===== config.mk =====
export PLATFORM = sky130hd
export DESIGN_NAME = scan_sequencer
export DESIGN_NICKNAME = d
export VERILOG_FILES = /design/src/rtl/scan_sequencer_pkg.sv /design/src/rtl/scan_sequencer_next_channel_rr.sv /design/src/rtl/scan_sequencer.sv
export SDC_FILE = /design/constraint.sdc
export NUM_CORES = 1
export LEC_CHECK = 0
export CAP_MARGIN = 40
export CORE_MARGIN = 4
export CORE_UTILIZATION = 55
export DETAILED_ROUTE_END_ITERATION = 6
export PLACE_DENSITY = 0.77
export RECOVER_POWER = 100
export SYNTH_ARGS = -nofsm -noshare
export SYNTH_HDL_FRONTEND = slang
export SYNTH_HIERARCHICAL = 1
export SYNTH_SLANG_ARGS = --single-unit

===== constraint.sdc =====
create_clock -name clk -period 6.6 [get_ports clk]
set_input_delay 0.66 -clock clk [delete_from_list [all_inputs] [get_ports clk]]
set_output_delay 0.66 -clock clk [all_outputs]
set_load 0.005 [all_outputs]

===== src/rtl/scan_sequencer_pkg.sv =====
`default_nettype none
// ============================================================================
// Module   : scan_pkg
// Purpose  : Shared types and constants for the scan sequencer slice.
//            Holds the FSM state encoding, the channel count and the select
//            width, plus a small helper for sizing the shared counter.
// Ports    : none (package)
// Revision : 1.0 - initial release
// ============================================================================
package scan_pkg;

   localparam int N_CHANNELS = 4;
   localparam int SEL_W      = 2;

   typedef enum logic [1:0] {
      S_IDLE  = 2'd0,
      S_BLANK = 2'd1,
      S_DRIVE = 2'd2
   } scan_state_t;

   // Larger of two integers; used to size the shared dwell/blank counter.
   function automatic int max_int(input int x, input int y);
      return (x > y) ? x : y;
   endfunction

endpackage : scan_pkg
`default_nettype wire


===== src/rtl/scan_sequencer_next_channel_rr.sv =====
`default_nettype none
// ============================================================================
// Module   : next_channel_rr
// Purpose  : Combinational round-robin finder. Returns the first set mask
//            bit at or after a start point, wrapping modulo N_CHANNELS.
// Ports    : mask      i  per-channel enable bits
//            cur       i  current channel index
//            inclusive i  1: search starts at cur, 0: search starts at cur+1
//            next      o  selected channel (cur when nothing is set)
//            wrapped   o  the search passed the top index and came back
//            none      o  no mask bit is set
// Revision : 1.0 - initial release
// ============================================================================
module next_channel_rr
   import scan_pkg::*;
(
   input  logic [N_CHANNELS-1:0] mask,
   input  logic [SEL_W-1:0]      cur,
   input  logic                  inclusive,
   output logic [SEL_W-1:0]      next,
   output logic                  wrapped,
   output logic                  none
);

   always_comb begin
      next    = cur;
      none    = 1'b1;
      wrapped = 1'b0;
      // Walk offsets from farthest to nearest so the nearest hit wins.
      for (int k = N_CHANNELS - 1; k >= 0; k--) begin
         if (mask[SEL_W'(int'(cur) + k + int'(!inclusive))]) begin
            next = SEL_W'(int'(cur) + k + int'(!inclusive));
            none = 1'b0;
         end
      end
      // In exclusive mode landing back on cur is a full lap, so it counts
      // as a wrap; in inclusive mode only a strictly lower index does.
      if (!none) begin
         wrapped = inclusive ? (next < cur) : (next <= cur);
      end
   end

endmodule : next_channel_rr
`default_nettype wire


===== src/rtl/scan_sequencer.sv =====
`default_nettype none
// ============================================================================
// Module   : scan_sequencer
// Purpose  : Time-multiplexing sequencer for a 2-to-4 one-hot decoder.
//            Walks the channel index through the enabled mask bits, holding
//            each channel for DWELL_CYCLES with en high, separated by
//            BLANK_CYCLES with en low. frame_done pulses once per wrap.
// Ports    : clk        i  rising-edge clock
//            rst        i  synchronous active-low reset
//            ena        i  run request; low returns to idle
//            mask       i  per-channel scan enable
//            a          o  channel index to the decoder
//            en         o  decoder enable, high only while driving
//            frame_done o  single-cycle pulse on each channel wrap
// Revision : 1.0 - initial release
// ============================================================================
module scan_sequencer
   import scan_pkg::*;
#(
   parameter int DWELL_CYCLES = 1000,
   parameter int BLANK_CYCLES = 2
) (
   input  logic                  clk,
   input  logic                  rst,
   input  logic                  ena,
   input  logic [N_CHANNELS-1:0] mask,
   output logic [SEL_W-1:0]      a,
   output logic                  en,
   output logic                  frame_done
);

   localparam int CNT_W = $clog2(max_int(DWELL_CYCLES, BLANK_CYCLES) + 1);
   localparam logic [CNT_W-1:0] c_dwell_last = CNT_W'(DWELL_CYCLES - 1);
   localparam logic [CNT_W-1:0] c_blank_last = CNT_W'(BLANK_CYCLES - 1);

   scan_state_t      state_q, state_d;
   logic [SEL_W-1:0] a_q,     a_d;
   logic             en_q,    en_d;
   logic             fd_q,    fd_d;
   logic [CNT_W-1:0] cnt_q,   cnt_d;

   logic [SEL_W-1:0] w_next;
   logic             w_wrapped;
   logic             w_none;
   logic             w_inclusive;
   logic             w_run;
   logic             w_cur_active;

   // Leaving idle may reuse the current index; every other selection moves on.
   assign w_inclusive  = (state_q == S_IDLE);
   assign w_run        = ena && (|mask);
   assign w_cur_active = mask[a_q];

   next_channel_rr u_finder (
      .mask      (mask),
      .cur       (a_q),
      .inclusive (w_inclusive),
      .next      (w_next),
      .wrapped   (w_wrapped),
      .none      (w_none)
   );

   always_comb begin
      state_d = state_q;
      a_d     = a_q;
      en_d    = 1'b0;
      fd_d    = 1'b0;
      cnt_d   = '0;

      if (!w_run) begin
         // Dropping ena or emptying the mask parks the sequencer with a held.
         state_d = S_IDLE;
      end else begin
         case (state_q)
            S_IDLE: begin
               if (!w_none) begin
                  a_d     = w_next;
                  state_d = S_BLANK;
               end
            end

            S_BLANK: begin
               if (!w_cur_active) begin
                  // Channel vanished before it was driven: pick again and
                  // restart the gap. Not a wrap, so no frame_done here.
                  a_d = w_next;
               end else if (cnt_q == c_blank_last) begin
                  state_d = S_DRIVE;
                  en_d    = 1'b1;
               end else begin
                  cnt_d = cnt_q + 1'b1;
               end
            end

            S_DRIVE: begin
               if (!w_cur_active || (cnt_q == c_dwell_last)) begin
                  // en drops on the same edge that a changes.
                  a_d     = w_next;
                  state_d = S_BLANK;
                  fd_d    = w_wrapped;
               end else begin
                  en_d  = 1'b1;
                  cnt_d = cnt_q + 1'b1;
               end
            end

            default: begin
               state_d = S_IDLE;
            end
         endcase
      end
   end

   always_ff @(posedge clk) begin
      if (!rst) begin
         state_q <= S_IDLE;
         a_q     <= '0;
         en_q    <= 1'b0;
         fd_q    <= 1'b0;
         cnt_q   <= '0;
      end else begin
         state_q <= state_d;
         a_q     <= a_d;
         en_q    <= en_d;
         fd_q    <= fd_d;
         cnt_q   <= cnt_d;
      end
   end

   assign a          = a_q;
   assign en         = en_q;
   assign frame_done = fd_q;

endmodule : scan_sequencer
`default_nettype wire


==> results of run 1 <==
[critical path, stage by stage (launching register included)]
cell	delay, ps
dfxtp_1	390
inv_1	80
ha_1	250
ha_1	450
mux2_1	400
a22oi_2	210
nand3_1	120
o221a_1	260
ha_1	270
a31oi_1	60
nor2_1	100
nand3_1	80
a21oi_1	120
[power by group through the flow]
| stage | clock (mW) | combinational, mW | sequential [mW] |
|---|---|---|---|
| floorplan | 0 | 0.0569 | 0.105 |
| global placement | 0 | 0.0704 | 0.106 |
| detailed placement | 0 | 0.0735 | 0.106 |
| CTS | 0.0655 | 0.0741 | 0.104 |
| global route | 0.0710 | 0.0765 | 0.104 |
| finish | 0.0636 | 0.0703 | 0.103 |
[kinds of logic after synthesis]
group	after synthesis	synth area share, %
compound gates	20	16.0
buf+inv	14	5.24
simple gates	54	23.9
mux	9	9.30
fa+ha+maj	10	10.7
flops	16	27.4
xor+xnor	10	7.49
[metal layers]
| metal | track usage, % | vias to the layer above | wire length (um) | share of wire [%] |
|---|---|---|---|---|
| met4 | 5.81 | 0 | 21 | 0.90 |
| met1 | 22.7 | 469 | 1060 | 45 |
| met5 | 0 | - | 0 | 0 |
| met3 | 4.99 | 4 | 147 | 6.3 |
| li1 | - | 504 | - | - |
| met2 | 29.9 | 35 | 1100 | 47 |
[state kept, by name (all words and copies together) (netlist names)]
name / cells
cnt_q: 10
frame_done: 1
a: 2
en: 1
state_q: 2
[per-stage QoR]
stage / power, mW / instances / util, %
6_report: 0.237 / 171 / 64.4
3_5_place_dp: 0.179 / 167 / 64.8
3_3_place_gp: 0.176 / 167 / 64.8
4_1_cts: 0.243 / 171 / 66.6
2_1_floorplan: 0.161 / 133 / -
5_1_grt: 0.252 / 171 / 64.4
[cell type report]
class | count | area, um^2 | share of cell area (%)
flip-flops and latches | 16 | 320 | 25.1
clock buffers | 4 | 36.3 | 2.84
inverters | 11 | 41.3 | 3.24
well taps | 27 | 33.8 | 2.65
multi-input cells | 103 | 744 | 58.3
repair buffers | 10 | 100 | 7.84
[cell usage in the layout, fill, tap and decap left out, types with 2 or more instances in the layout]
master	instances
nor2_1	21
dfxtp_1	16
inv_1	11
ha_1	10
nand2_1	8
nand3_1	6
xnor2_1	6
mux2i_1	6
clkdlybuf4s50_1	5
dlygate4sd3_1	5
nor3_1	4
xor2_1	4
nand4_1	3
a21oi_1	3
o311a_1	3
or2_2	3
clkbuf_4	3
or3_1	2
a211oi_1	2
[path summary, 6_finish.rpt]
check	from	to	slack [ps]	cells past startpoint
worst min register to register	cnt_q[0]$_SDFF_PN0_	cnt_q[0]$_SDFF_PN0_	480	1
worst max-delay path	state_q[0]$_SDFFE_PN0P_	frame_done$_SDFF_PN0_	3730	12
worst min-delay path	cnt_q[0]$_SDFF_PN0_	cnt_q[0]$_SDFF_PN0_	480	1
worst max register to register	state_q[0]$_SDFFE_PN0P_	frame_done$_SDFF_PN0_	3730	12
==> results.sh, run 1 <==
export IMPL_nets=162
export IMPL_num_vias=1012
export IMPL_gp_congestion=0.777
export IMPL_whs_ps=477
export IMPL_synth_top_area_share_pct=27.4
export IMPL_cts_setup_buffers=0
export IMPL_p_sw_uw=70.7
export IMPL_rows=16
export IMPL_post_place_ws_ps=3770
export IMPL_fp_dieH_um=54.1
export IMPL_finalCritPeriodShare_pct=43.6
export IMPL_drcViolationCount=0
export IMPL_leakagePower_nw=0.506
export IMPL_cts_hold_buffers=0
export IMPL_num_fill_cells=162
export IMPL_hold_viol=0
export IMPL_synthDistinctLibCells=42
export IMPL_setup_viol=0
export IMPL_first_pass_iters=4
export IMPL_ys_top_cells_by_count="21 x nor2_1, 16 x dfxtp_1, 11 x inv_1, 10 x ha_1, 8 x nand2_1"
export IMPL_ios=11
export IMPL_numPortBuffers=10
export IMPL_grtUsageTotal_pct=18.2
export IMPL_viasPerCell=5.92
export IMPL_post_cts_resized=0
export IMPL_rsz0062_at_grt="false"
export IMPL_diodes=0
export IMPL_syn_area_per_cell_um2=8.80
export IMPL_clkPwrFrac_pct=26.8
export IMPL_switching_share_pct=29.8
export IMPL_die_w_um=54.1
export IMPL_synth_edf_count=0
export IMPL_seqPwrFrac_pct=43.6
export IMPL_grt_pass1_wl_mm=3.86
export IMPL_core_area_mm2=0.00198
export IMPL_clk_latency_ps=290
export IMPL_status="finished clean"
export IMPL_cts_root_buf="clkbuf_4"
export IMPL_async_reset_ff_share_pct=0
export IMPL_crit_fanout=7
export IMPL_end_kind="flip-flop"
export IMPL_synth_cells=133
export IMPL_cts_tree="built"
export IMPL_critPathArrivalTime_ps=3100
export IMPL_critPathKind="flip-flop to flip-flop"
export IMPL_place_area_mm2=0.00128
export IMPL_pwr_share_comb_pct=29.6
export IMPL_powerDensity_mw_per_mm2=186
export IMPL_htreeDepth=1
export IMPL_grt_pass1_vias=907
export IMPL_tightest_slew_ps=724
export IMPL_setup_tns_ps=0
export IMPL_ir_drop_v=0.000124
export IMPL_drt_wl_total_mm=2.33
export IMPL_synthesis_area_mm2=0.00117
export IMPL_cap_violations=0
export IMPL_fin_skew_ps=2.60
export IMPL_max_slew_margin_pct=51.5
export IMPL_synthesis_nets=150
export IMPL_ys_seq_area_share_pct=27.4
export IMPL_die_area_mm2=0.00293
export IMPL_yosys_area_top_type="dfxtp_1"
export IMPL_gr_total_overflow=0
export IMPL_synthFlopType="dfxtp_1"
export IMPL_hold_path_class="flip-flop to flip-flop"
export IMPL_area_growth_syn_to_layout_pct=9.09
export IMPL_synth_warnings=6
export IMPL_hpwl_mm=1.83
export IMPL_clockBufferDepth=2
export IMPL_layout_setup_ws_ps=3730
export IMPL_synth_seq_cells=16
export IMPL_clk_pin_slew_ps=90
export IMPL_start_util_pct=59.0
export IMPL_drive_gt1_share_pct=6.94
export IMPL_min_period_ps=2870
export IMPL_final_area_mm2=0.00128
export IMPL_synth_area_top_cells="dfxtp_1 27%, ha_1 11%, nor2_1 6.7%"
export IMPL_drt_iter0_drc=32
export IMPL_antenna_left=0
export IMPL_synth_most_common_cell="nor2_1"
export IMPL_cts_buffers=3
export IMPL_p_int_uw=166
export IMPL_cts_sinks=16
export IMPL_startpoint_type="flip-flop"
export IMPL_grt_start_max_net_pins=11
export IMPL_grt_antenna_before_repair=0
export IMPL_slew_viol_final=0
export IMPL_wl_per_cell_um=13.6
export IMPL_crit_required_ps=6830
export IMPL_fmax_mhz=348
Power figures use the tool's default switching activity.
==> run 2, diff against run 1 <==
--- a/config.mk
+++ b/config.mk
@@ -7,9 +7,9 @@
 export LEC_CHECK = 0
 export CAP_MARGIN = 40
 export CORE_MARGIN = 4
-export CORE_UTILIZATION = 55
+export CORE_UTILIZATION = 50
 export DETAILED_ROUTE_END_ITERATION = 6
-export PLACE_DENSITY = 0.77
+export PLACE_DENSITY = 0.74
 export RECOVER_POWER = 100
 export SYNTH_ARGS = -nofsm -noshare
 export SYNTH_HDL_FRONTEND = slang
==> constraint.sdc (replaced) <==
create_clock -name clk -period 2.4 [get_ports clk]
set_input_delay 0.24 -clock clk [delete_from_list [all_inputs] [get_ports clk]]
set_output_delay 0.24 -clock clk [all_outputs]
set_load 0.005 [all_outputs]
==> results.sh, run 2 (synthesis gave the netlist of run 1 again) <==
export IMPL_grt_use_met2_pct=26.9
export IMPL_fp_dieH_um=56.4
export IMPL_drcViolationCount=0
export IMPL_wl_per_cell_um=12.8
export IMPL_ir_drop_v=0.000347
export IMPL_violations="setup timing"
export IMPL_hold_path_class="flip-flop to flip-flop"
export IMPL_slew_viol_final=0
export IMPL_startpoint_type="flip-flop"
export IMPL_viasPerCell=5.56
export IMPL_tightest_slew_ps=462
export IMPL_crit_fanout=5
export IMPL_drt_wl_total_mm=2.36
export IMPL_whs_ps=475
export IMPL_critPathKind="flip-flop to flip-flop"
export IMPL_grt_use_met3_pct=2.76
export IMPL_grtUsageTotal_pct=16.2
export IMPL_crit_buf_inv=2
export IMPL_cp_cell_sequence="inv_2 -> ha_4 -> ha_4 -> mux2_4 -> a22oi_2 -> a31o_1 -> o221a_1 -> ha_1 -> inv_2 -> a21oi_2 -> a31oi_1 -> nor2_1 -> nand3_1 -> a21oi_2"
export IMPL_grt_start_max_net_pins=11
export IMPL_cts_sinks=16
export IMPL_largest_reg_flops=10
export IMPL_die_area_mm2=0.00318
export IMPL_first_pass_iters=4
export IMPL_top_register="cnt_q"
export IMPL_busiest_layer="met2"
export IMPL_critPathArrivalTime_ps=2660
export IMPL_die_w_um=56.4
export IMPL_path_delay_family="compound AO/OA/AOI/OAI gates"
export IMPL_ios=11
export IMPL_hpwl_mm=1.83
export IMPL_drive_gt1_share_pct=22.4
export IMPL_status="finished with violations"
export IMPL_layout_setup_ws_ps=-35.3
export IMPL_diodes=0
export IMPL_numPortBuffers=10
export IMPL_area_growth_syn_to_layout_pct=23.4
export IMPL_finalCritPeriodShare_pct=101
export IMPL_grt_pass1_wl_mm=4.21
export IMPL_cpMaxStageDelayCell="dfxtp_2"
export IMPL_cts_tree="built"
export IMPL_core_area_mm2=0.00221
export IMPL_nets=174
export IMPL_cts_buffers=3
export IMPL_cts_hold_buffers=0
export IMPL_gr_total_overflow=0
export IMPL_grt_antenna_before_repair=0
export IMPL_cts_root_buf="clkbuf_4"
export IMPL_fmax_mhz=411
export IMPL_max_stage_delay_ps=340
export IMPL_layout_common_cells="21 x nor2_1, 14 x dfxtp_1, 11 x buf_4"
export IMPL_clk_pin_slew_ps=90
export IMPL_max_slew_margin_pct=69.1
export IMPL_rows=17
export IMPL_utilization_pct=65.3
export IMPL_rsz0062_at_grt="true"
export IMPL_r2r_slack_ps=-40
export IMPL_min_period_ps=2440
export IMPL_htreeDepth=1
export IMPL_crit_required_ps=2630
export IMPL_grt_use_met1_pct=21.1
export IMPL_setup_viol=1
export IMPL_antenna_left=0
export IMPL_num_fill_cells=200
export IMPL_gp_congestion=0.837
export IMPL_grt_pass1_vias=982
export IMPL_num_vias=1023
export IMPL_clockBufferDepth=2
export IMPL_clk_latency_ps=280
export IMPL_end_kind="flip-flop"
export IMPL_start_util_pct=52.9
export IMPL_drt_iter0_drc=21
export IMPL_leakagePower_nw=0.569
export IMPL_fin_skew_ps=1.53
export IMPL_hold_viol=0
export IMPL_powerDensity_mw_per_mm2=496
export IMPL_final_common_cell="nor2_1"
export IMPL_cap_violations=0
[run 2: cell types whose count changed in the layout (fill, tap and decap cells not counted), sizes merged]
cell	change
clkdlybuf4s50	+2
clkbuf	+1
buf	+11
dlygate4sd3	-2
[run 2: area by class of cell]
cell class	count	area (um^2)	share of cell area [%]
multi-input combinational	103	822	56.9
tap	28	35.0	2.43
inverter	11	41.3	2.86
timing repair buffer	22	186	12.9
sequential	16	323	22.4
clock buffer	4	36.3	2.51
[run 2: path summary, 6_finish.rpt]
check	start	end	cells after the start
max	state_q[1]$_SDFFE_PN0P_	frame_done$_SDFF_PN0_	14
min	cnt_q[0]$_SDFF_PN0_	cnt_q[0]$_SDFF_PN0_	1
max reg2reg	state_q[1]$_SDFFE_PN0P_	frame_done$_SDFF_PN0_	14
min reg2reg	cnt_q[0]$_SDFF_PN0_	cnt_q[0]$_SDFF_PN0_	1
[run 2: where the power goes]
part / total, mW / leakage, nW / internal [mW] / switching [mW]
Combinational: 0.263 / 0.418 / 0.142 / 0.121
Sequential: 0.279 / 0.130 / 0.272 / 0.00710
Clock: 0.175 / 0.0210 / 0.0923 / 0.0826
[run 2: per-layer routing]
layer | up-vias | wire [um]
li1 | 528 | -
met1 | 482 | 1140
met2 | 11 | 1160
met3 | 2 | 56
met4 | 0 | 14
met5 | - | 0
[run 2: worst register-to-register path, stage by stage (launching register included)]
cell	delay [ps]
dfxtp_2	340
inv_2	50
ha_4	170
ha_4	300
mux2_4	310
a22oi_2	190
a31o_1	190
o221a_1	170
ha_1	150
inv_2	40
a21oi_2	110
a31oi_1	50
nor2_1	100
nand3_1	100
a21oi_2	110
[run 2: stage by stage]
step | total power, mW | cells | setup WS, ps | cell area (um^2) | TNS, ps
CTS | 0.708 | 183 | -21.1 | 1430 | -21.1
global route | 0.761 | 184 | -180 | 1440 | -180
floorplan | 0.452 | 133 | 1.65 | 1200 | 0
detailed placement | 0.513 | 176 | -20.8 | 1370 | -20.8
global placement | 0.508 | 176 | 14.5 | 1370 | 0
finish | 0.717 | 184 | -35.3 | 1440 | -35.3
[run 2: repair_timing]
action | in CTS | in global routing
resized for setup | 0 | 5
setup endpoints to repair | 1 | 1
buffers inserted | 3 | 1
pin swaps | 2 | 1
==> run 3, diff against run 2 <==
--- a/config.mk
+++ b/config.mk
@@ -7,9 +7,9 @@
 export LEC_CHECK = 0
 export CAP_MARGIN = 40
 export CORE_MARGIN = 4
-export CORE_UTILIZATION = 50
+export CORE_UTILIZATION = 45
 export DETAILED_ROUTE_END_ITERATION = 6
-export PLACE_DENSITY = 0.74
+export PLACE_DENSITY = 0.68
 export RECOVER_POWER = 100
 export SYNTH_ARGS = -nofsm -noshare
 export SYNTH_HDL_FRONTEND = slang
==> results.sh, run 3 (synthesis gave the netlist of run 1 again) <==
export IMPL_drcViolationCount=0
export IMPL_fp_dieH_um=59.0
export IMPL_num_fill_cells=251
export IMPL_grt_pass1_wl_mm=4.16
export IMPL_startpoint_type="flip-flop"
export IMPL_cpMaxStageDelayCell="dfxtp_2"
export IMPL_numPortBuffers=10
export IMPL_crit_fanout=4
export IMPL_post_place_ws_ps=-65.0
export IMPL_top_layer="met4"
export IMPL_area_growth_syn_to_layout_pct=19.3
export IMPL_hold_viol=0
export IMPL_start_util_pct=47.2
export IMPL_htreeDepth=1
export IMPL_wl_met2_mm=1.15
export IMPL_status="finished with violations"
export IMPL_viasPerCell=5.52
export IMPL_diodes=0
export IMPL_place_area_mm2=0.00138
export IMPL_layout_setup_ws_ps=-99.7
export IMPL_utilization_pct=56.3
export IMPL_nets=170
export IMPL_grt_pass1_vias=980
export IMPL_die_area_mm2=0.00348
export IMPL_path_delay_family="compound AO/OA/AOI/OAI gates"
export IMPL_cts_buffers=3
export IMPL_layout_common_cells="21 x nor2_1, 14 x dfxtp_1, 9 x inv_1"
export IMPL_first_pass_iters=4
export IMPL_drive_gt1_share_pct=18.4
export IMPL_max_stage_delay_ps=350
export IMPL_critPathKind="flip-flop to flip-flop"
export IMPL_cap_violations=0
export IMPL_violations="setup timing"
export IMPL_crit_buf_inv=2
export IMPL_fin_skew_ps=2.98
export IMPL_largest_reg_flops=10
export IMPL_finalCritPeriodShare_pct=104
export IMPL_powerDensity_mw_per_mm2=503
export IMPL_final_common_cell="nor2_1"
export IMPL_cts_tree="built"
export IMPL_m1WireLength_mm=1.12
export IMPL_cts_sinks=16
export IMPL_ios=11
export IMPL_slew_viol_final=0
export IMPL_cts_hold_buffers=0
export IMPL_hpwl_mm=1.88
export IMPL_cp_cell_sequence="inv_2 -> ha_4 -> ha_4 -> mux2_4 -> a22oi_2 -> nand3_1 -> o221a_1 -> ha_1 -> inv_1 -> a21oi_2 -> a31oi_1 -> nor2_1 -> nand3_1 -> a21oi_1"
export IMPL_clk_pin_slew_ps=100
export IMPL_antenna_left=0
export IMPL_dp_cells=178
export IMPL_gp_congestion=0.804
export IMPL_gr_total_overflow=0
export IMPL_hold_path_class="flip-flop to flip-flop"
export IMPL_cts_root_buf="clkbuf_4"
export IMPL_end_kind="flip-flop"
export IMPL_fmax_mhz=400
export IMPL_crit_required_ps=2590
export IMPL_final_area_mm2=0.00140
export IMPL_leakagePower_nw=0.549
export IMPL_clockBufferDepth=2
export IMPL_tightest_slew_ps=506
export IMPL_rsz0062_at_grt="true"
export IMPL_die_w_um=59.0
export IMPL_drt_iter0_drc=12
export IMPL_wl_per_cell_um=13.2
export IMPL_rows=18
export IMPL_grtUsageTotal_pct=15.3
export IMPL_final_cells=182
export IMPL_ir_drop_v=0.000389
export IMPL_grt_antenna_before_repair=0
export IMPL_wl_met3_um=81
export IMPL_whs_ps=483
export IMPL_core_area_mm2=0.00248
export IMPL_top_register="cnt_q"
export IMPL_drt_wl_total_mm=2.39
export IMPL_setup_viol=1
export IMPL_critPathArrivalTime_ps=2690
export IMPL_num_vias=1005
export IMPL_max_slew_margin_pct=66.1
export IMPL_min_period_ps=2500
export IMPL_clk_latency_ps=290
export IMPL_grt_start_max_net_pins=11
-- run 3: cell types whose count changed in the layout (fill, tap and decap cells not counted) --
| cell | previous run | this run |
|---|---|---|
| a21oi_1 | 1 | 2 |
| nand3_2 | 1 | 0 |
| inv_2 | 3 | 2 |
| xnor2_1 | 5 | 6 |
| buf_4 | 11 | 8 |
| a21oi_2 | 2 | 1 |
| inv_1 | 8 | 9 |
| nand3_1 | 5 | 6 |
| clkbuf_1 | 1 | 0 |
| nor4_4 | 1 | 0 |
| nor4_2 | 0 | 1 |
| xnor2_2 | 1 | 0 |
-- run 3: layout make-up --
| cell class | count | area (um^2) | area share [%] |
|---|---|---|---|
| tap | 30 | 37.5 | 2.69 |
| timing repair buffer | 18 | 160 | 11.5 |
| sequential | 16 | 323 | 23.1 |
| clock buffer | 4 | 36.3 | 2.60 |
| multi-input combinational | 103 | 797 | 57.1 |
| inverter | 11 | 41.3 | 2.96 |
-- run 3: worst paths after layout --
| check | startpoint | end | slack [ps] | cells after the start |
|---|---|---|---|---|
| max | state_q[1]$_SDFFE_PN0P_ | frame_done$_SDFF_PN0_ | -100 | 14 |
| min | cnt_q[0]$_SDFF_PN0_ | cnt_q[0]$_SDFF_PN0_ | 480 | 1 |
| max reg2reg | state_q[1]$_SDFFE_PN0P_ | frame_done$_SDFF_PN0_ | -100 | 14 |
| min reg2reg | cnt_q[0]$_SDFF_PN0_ | cnt_q[0]$_SDFF_PN0_ | 480 | 1 |
-- run 3: stage by stage --
stage | total power, mW | setup TNS (ps)
6_report | 0.702 | -99.7
5_1_grt | 0.742 | -213
4_1_cts | 0.704 | -78.4
3_5_place_dp | 0.521 | -65.0
3_3_place_gp | 0.515 | 0
2_1_floorplan | 0.452 | 0
-- run 3: layer usage --
metal	track usage, %	vias to the layer above
met1	18.6	466
met3	4.36	7
met5	0	-
met4	4.85	0
met2	26.0	15
li1	-	517
-- run 3: timing repair --
| item | CTS | global route |
|---|---|---|
| buffers inserted | 0 | 0 |
| setup endpoints to repair | 1 | 1 |
| resized for setup | 0 | 1 |
| pin swaps | 1 | 0 |
-- run 3: report_power, final --
group | total [mW] | internal (mW) | switching, mW
sequential | 0.279 | 0.272 | 0.00684
combinational | 0.239 | 0.123 | 0.116
clock | 0.184 | 0.0924 | 0.0916
total | 0.702 | 0.487 | 0.214
